<file path="src/rtl/io_port_pkg.sv">
// Shared definitions for the memory-mapped IO port: register select codes,
// reset values, input port width and the filter counter sizing helper.
package io_port_pkg;

  localparam int PORT_IN_W = 8;

  // Byte offsets inside the 16-byte register window
  localparam logic [3:0] OFS_PORT_OUT    = 4'h0;
  localparam logic [3:0] OFS_PORT_IN     = 4'h4;
  localparam logic [3:0] OFS_EDGE_STATUS = 4'h8;
  localparam logic [3:0] OFS_EDGE_MASK   = 4'hC;

  // Word select decoded from Address[3:2]
  typedef enum logic [1:0] {
    REG_PORT_OUT    = OFS_PORT_OUT[3:2],
    REG_PORT_IN     = OFS_PORT_IN[3:2],
    REG_EDGE_STATUS = OFS_EDGE_STATUS[3:2],
    REG_EDGE_MASK   = OFS_EDGE_MASK[3:2]
  } reg_sel_e;

  localparam logic [31:0]          PORT_OUT_RST    = 32'h0;
  localparam logic [PORT_IN_W-1:0] EDGE_STATUS_RST = '0;
  localparam logic [PORT_IN_W-1:0] EDGE_MASK_RST   = '0;

  // Bits needed for a stability counter that must be able to hold 0..cycles
  function automatic int filter_cnt_width(input int cycles);
    return (cycles < 1) ? 1 : $clog2(cycles + 1);
  endfunction

endpackage

</file>
<file path="src/rtl/io_input_filter.sv">
// One PortIn bit: two-flop synchronizer followed by a stability filter.
// The filtered level only changes once the synchronized input has differed
// from it for FILTER_CYCLES consecutive cycles; o_rise flags the cycle whose
// rising edge will move the filtered level from 0 to 1.
module io_input_filter
  import io_port_pkg::*;
#(
  parameter int FILTER_CYCLES = 4
) (
  input  logic clk,
  input  logic reset,
  input  logic i_pin,
  output logic o_level,
  output logic o_rise
);

  localparam int            CW       = filter_cnt_width(FILTER_CYCLES);
  localparam logic [CW-1:0] CNT_LAST = CW'(FILTER_CYCLES - 1);

  logic          r_sync1;
  logic          r_sync2;
  logic          r_level;
  logic [CW-1:0] r_cnt;
  logic          w_diff;
  logic          w_accept;

  assign w_diff   = r_sync2 ^ r_level;
  // The counter is accepted before it could pass FILTER_CYCLES, so it never wraps
  assign w_accept = w_diff && (r_cnt >= CNT_LAST);
  assign o_level  = r_level;
  assign o_rise   = w_accept && r_sync2;

  // Synchronize the pin and qualify level changes by consecutive-cycle count
  always_ff @(posedge clk) begin
    if (!reset) begin
      r_sync1 <= 1'b0;
      r_sync2 <= 1'b0;
      r_level <= 1'b0;
      r_cnt   <= '0;
    end else begin
      r_sync1 <= i_pin;
      r_sync2 <= r_sync1;
      if (!w_diff) begin
        r_cnt <= '0;
      end else if (w_accept) begin
        r_level <= r_sync2;
        r_cnt   <= '0;
      end else begin
        r_cnt <= r_cnt + 1'b1;
      end
    end
  end

endmodule

</file>
<file path="src/rtl/io_port_controller.sv">
// Memory-mapped IO port for a single-cycle processor: a 32-bit output
// register, an 8-bit filtered input port and rising-edge capture with W1C
// status. Define IO_PORT_IRQ_EN to add the edge mask register and the
// registered interrupt output; otherwise offset 0xC reads 0 and Irq is 0.
module io_port_controller
  import io_port_pkg::*;
#(
  parameter logic [31:0] BASE_ADDR     = 32'h1001_0000,
  parameter int          FILTER_CYCLES = 4
) (
  input  logic                 clk,
  input  logic                 reset,
  input  logic                 MemRead,
  input  logic                 MemWrite,
  input  logic [31:0]          Address,
  input  logic [31:0]          WriteData,
  output logic [31:0]          ReadData,
  input  logic [PORT_IN_W-1:0] PortIn,
  output logic [31:0]          PortOut,
  output logic                 Irq
);

  logic [31:0]          r_port_out;
  logic [PORT_IN_W-1:0] r_edge_status;

  logic                 w_hit;
  reg_sel_e             w_sel;
  logic                 w_rd;
  logic                 w_wr;
  logic [PORT_IN_W-1:0] w_port_in;
  logic [PORT_IN_W-1:0] w_rise;
  logic [PORT_IN_W-1:0] w_clr;
  logic [PORT_IN_W-1:0] w_status_next;
  logic [PORT_IN_W-1:0] w_edge_mask;
  logic                 w_unused;

  // Byte lane bits are irrelevant: every register is a full word
  assign w_unused = &{1'b0, Address[1:0]};

  assign w_hit = (Address[31:4] == BASE_ADDR[31:4]);
  assign w_sel = reg_sel_e'(Address[3:2]);
  // Bus accesses are dead while reset is held low
  assign w_rd  = MemRead && w_hit && reset;
  assign w_wr  = MemWrite && w_hit && reset;

  assign PortOut = r_port_out;

  genvar gi;
  generate
    for (gi = 0; gi < PORT_IN_W; gi++) begin : g_filt
      io_input_filter #(
        .FILTER_CYCLES(FILTER_CYCLES)
      ) u_filt (
        .clk    (clk),
        .reset  (reset),
        .i_pin  (PortIn[gi]),
        .o_level(w_port_in[gi]),
        .o_rise (w_rise[gi])
      );
    end
  endgenerate

  // A new edge on the same bit as a W1C clear must survive, so set is ORed last
  assign w_clr         = (w_wr && (w_sel == REG_EDGE_STATUS)) ? WriteData[PORT_IN_W-1:0] : '0;
  assign w_status_next = (r_edge_status & ~w_clr) | w_rise;

  // Output register and edge status update
  always_ff @(posedge clk) begin
    if (!reset) begin
      r_port_out    <= PORT_OUT_RST;
      r_edge_status <= EDGE_STATUS_RST;
    end else begin
      if (w_wr && (w_sel == REG_PORT_OUT)) begin
        r_port_out <= WriteData;
      end
      r_edge_status <= w_status_next;
    end
  end

`ifdef IO_PORT_IRQ_EN
  logic [PORT_IN_W-1:0] r_edge_mask;
  logic                 r_irq;

  // Edge mask register and interrupt registered from masked status
  always_ff @(posedge clk) begin
    if (!reset) begin
      r_edge_mask <= EDGE_MASK_RST;
      r_irq       <= 1'b0;
    end else begin
      if (w_wr && (w_sel == REG_EDGE_MASK)) begin
        r_edge_mask <= WriteData[PORT_IN_W-1:0];
      end
      r_irq <= |(r_edge_status & r_edge_mask);
    end
  end

  assign w_edge_mask = r_edge_mask;
  assign Irq         = r_irq;
`else
  assign w_edge_mask = '0;
  assign Irq         = 1'b0;
`endif

  // Zero-wait-state read mux from registered state; pre-write value on read+write
  always_comb begin
    ReadData = 32'h0;
    if (w_rd) begin
      case (w_sel)
        REG_PORT_OUT:    ReadData = r_port_out;
        REG_PORT_IN:     ReadData = {{(32-PORT_IN_W){1'b0}}, w_port_in};
        REG_EDGE_STATUS: ReadData = {{(32-PORT_IN_W){1'b0}}, r_edge_status};
        REG_EDGE_MASK:   ReadData = {{(32-PORT_IN_W){1'b0}}, w_edge_mask};
        default:         ReadData = 32'h0;
      endcase
    end
  end

endmodule

</file>
<file path="config.mk">
export PLATFORM = sky130hd
export DESIGN_NAME = io_port_controller
export DESIGN_NICKNAME = d
export VERILOG_FILES = /design/src/rtl/io_port_pkg.sv /design/src/rtl/io_input_filter.sv /design/src/rtl/io_port_controller.sv
export SDC_FILE = /design/constraint.sdc
export NUM_CORES = 1
export LEC_CHECK = 0
export ABC_AREA = 0
export CORE_MARGIN = 8
export CORE_UTILIZATION = 45
export CTS_CLUSTER_DIAMETER = 120
export DETAILED_ROUTE_END_ITERATION = 10
export GPL_TIMING_DRIVEN = 0
export PLACE_DENSITY = 0.9
export SYNTH_ARGS = -nofsm -noshare
export SYNTH_HDL_FRONTEND = slang
export SYNTH_SLANG_ARGS = --single-unit
</file>
<file path="constraint.sdc">
create_clock -name clk -period 1.8 [get_ports clk]
set_input_delay 0.18 -clock clk [delete_from_list [all_inputs] [get_ports clk]]
set_output_delay 0.18 -clock clk [all_outputs]
set_load 0.005 [all_outputs]
</file>
==> flow_summary.toml <==
[timing]
rsz0062_at_grt = "yes"
worstMarginPinSlew_ns = 0.5813
clock_skew_ns = 0.007529
finalMaxSlewViolations = 0
min_period_ns = 2.038
slew_headroom_pct = 61.24
setup_viol = 32
max_freq_ghz = 0.4907
finalHoldViolations = 0
period_share_pct = 113.2
setup_slack_ns = -0.2380

[floorplanning]
rows = 34
die-area_um2 = 11870
initial_utilization_pct = 45.48
io_pins = 141
die_x_um = 109.0
fp.dieH_um = 109.0
core_area_um2 = 8551

[critical_path]
rr_startpoint = "g_filt[2].u_filt.r_cnt[0]$_SDFF_PP0_"
path_max_fanout = 5
rr_endpoint = "r_edge_status[2]$_SDFF_PN0_"
path_class = "in2out"
rrSetupSlack_ns = 0.09
arrival_ns = 1.86
reg2reg_depth = 6
required_ns = 1.62
startpoint_type = "input port"
endpoint_kind = "output pin"

[place]
gp_congestion = 0.7802
io_buffers = 136
dp_slack_ns = -1.409
detailed_place_hpwl_mm = 8.553
dp.cells = 666

[synthesis]
avgSynthCellArea_um2 = 9.215
synthDominantCellAreaShare_pct = 45.30
async_reset_ff_share_pct = 0
yosys-top-cells-count = "88 x dfxtp_1, 52 x inv_1, 48 x and2_1, 48 x mux2i_1, 46 x nand2_1"
ys_ff_latch = 88
synth-edff-count = 0
synth.net_count = 514
synth.top_cells.by_area = "dfxtp_1 45%, mux2i_1 12%, and2_1 7.7%"
synth_ff_type = "dfxtp_1"
ys_seq_area_share_pct = 45.30
yosys_warnings = 0
yosysMostFrequentCell = "dfxtp_1"
ys_types = 29
syn_inst = 422
synth_top_cell_by_area = "dfxtp_1"
synth_area_um2 = 3889

[clock_network]
clockBufferDepth = 2
numClockSinks = 88
ctsHoldBuffers = 0
cts_tree = "built"
cts_root_buffer = "clkbuf_8"
clock_latency_ns = 0.36
numCtsBuffers = 9
cts-htree-levels = 3
clk_pin_slew_ns = 0.09

[outcome]
violations = "setup timing"
outcome = "finished, violations left"

[pwr]
peakVddDrop_mv = 0.3915
p_leak_nw = 2.563
pwr-share-seq_pct = 56.8
clockPowerShare_pct = 34.4
p_sw_share_pct = 23.95
p_sw_w = 0.0008343
p_per_area_nw_per_um2 = 588.6
p_int_w = 0.002650
p_total_w = 0.003484
share_comb_of_total_power_pct = 8.8

[grt]
grt_pass1_vias = 3918
grt_antenna_before_repair = 0
grt_util_all_layers_pct = 20.86
grt_overflow = 0
grt_max_degree = 14
grt_first_pass_wirelength_mm = 19.17

[final_layout]
area_delta_synth_final_pct = 52.22
final_core_util_pct = 69.23
layout.cells.non_filler = 707
drive_above_1_share_pct = 23.58
fin_nets = 685

[worst_hold_path]
hold_start = "WriteData[10]"
hold_depth = 3
hold_path_end = "PortOut[10]$_SDFFE_PN0P_"
min_path_type = "in2reg"

[job]
maxCapViolations = 0

[routing]
dr_total_vias = 3645
wl_mm = 12.82
wire_per_inst_um = 18.14
drt_pass1_iterations = 5
ant_nets = 0
drc = 0
drtIter0Drc = 190
vias_per_cell = 5.156
[cells in the final DEF, fill, tap and decap left out, types with 22 or more instances in the layout]
| cell type | n |
|---|---|
| dfxtp_1 | 88 |
| inv_1 | 52 |
| and2_4 | 26 |
| mux2i_1 | 48 |
| and2_1 | 22 |
| clkdlybuf4s50_1 | 74 |
| buf_2 | 23 |
| buf_6 | 46 |
| nor2_1 | 24 |
| nand2_1 | 46 |
[worst max-delay path by stage]
stage                      startpoint           end  slack (ns)  cells after the start
after floorplan           Address[18]  ReadData[11]        0.23                      5
after CTS                  Address[7]  ReadData[31]       -0.12                     11
after global routing       Address[4]  ReadData[19]       -0.30                     11
final                      Address[4]  ReadData[19]       -0.24                     11
after global placement    Address[24]   ReadData[2]       -1.35                      6
after detailed placement  Address[24]   ReadData[2]       -1.41                      6
[flip-flops by register name, indices dropped and copies added (netlist names)]
register	flops
PortOut	32
g_filt.u_filt.r_cnt	24
g_filt.u_filt.o_level	8
g_filt.u_filt.r_sync1	8
g_filt.u_filt.r_sync2	8
r_edge_status	8
[through the flow]
step / hold WS, ns / setup TNS, ns / area [µm²]
2_1_floorplan: 0.2809 / 0 / 3889
3_3_place_gp: 0.4152 / -51.60 / 5385
3_5_place_dp: 0.4217 / -54.61 / 5385
4_1_cts: 0.2787 / -2.097 / 5786
5_1_grt: 0.3588 / -5.953 / 5917
6_report: 0.3562 / -3.871 / 5919
[metal layers]
layer  GRT usage, %  vias to the layer above  routed length, µm
li1               -                     1709                  -
met4          10.36                        0                412
met5              0                        -                  0
met2          37.87                      160               6845
met1          20.80                     1738               4591
met3          7.033                       38                975
[final cells by class]
class | instances | area (µm²)
buffer | 17 | 125.1
tap | 108 | 135.1
antenna | 1 | 2.502
fill | 560 | 2631
sequential | 88 | 1762
multi-input combinational | 264 | 2004
inverter | 52 | 195.2
clock buffer | 14 | 142.6
clock inverter | 2 | 16.27
timing repair buffer | 161 | 1536
[what timing repair did]
action	4_1_cts	5_1_grt
gates cloned	2	0
gates resized for setup	299	32
pin swaps	23	6
buffers inserted	20	4
setup endpoints to repair	67	64
[power groups by stage]
stage | clock [W] | sequential, W | combinational, W
floorplan | 0 | 0.00202 | 0.0000880
global placement | 0 | 0.00202 | 0.000277
detailed placement | 0 | 0.00203 | 0.000285
CTS | 0.00120 | 0.00198 | 0.000298
global route | 0.00128 | 0.00198 | 0.000324
finish | 0.00120 | 0.00198 | 0.000306
[worst max-delay path, stage by stage]
cell     delay, ns
buf_2         0.12
nor4_4        0.31
nand3_1       0.13
buf_6         0.14
nor4b_4       0.27
buf_6         0.14
buf_6         0.10
buf_6         0.10
buf_6         0.10
and2_1        0.13
buf_2         0.13
[cells by family (layout without fill, tap and decap cells)]
| logic type | after synthesis | count (layout) | synth area share [%] |
|---|---|---|---|
| AOI/OAI and AO/OA | 32 | 32 | 4.891 |
| xor gates and xnor gates | 8 | 8 | 1.802 |
| adders and majority gates | 16 | 16 | 5.148 |
| buffers and inverters | 70 | 246 | 7.658 |
| DFF | 88 | 88 | 45.30 |
| muxes | 48 | 48 | 12.36 |
| other | 1 | 2 | 0.09643 |
| and+or+nand+nor | 159 | 159 | 22.75 |
Power figures use the tool's default switching activity.
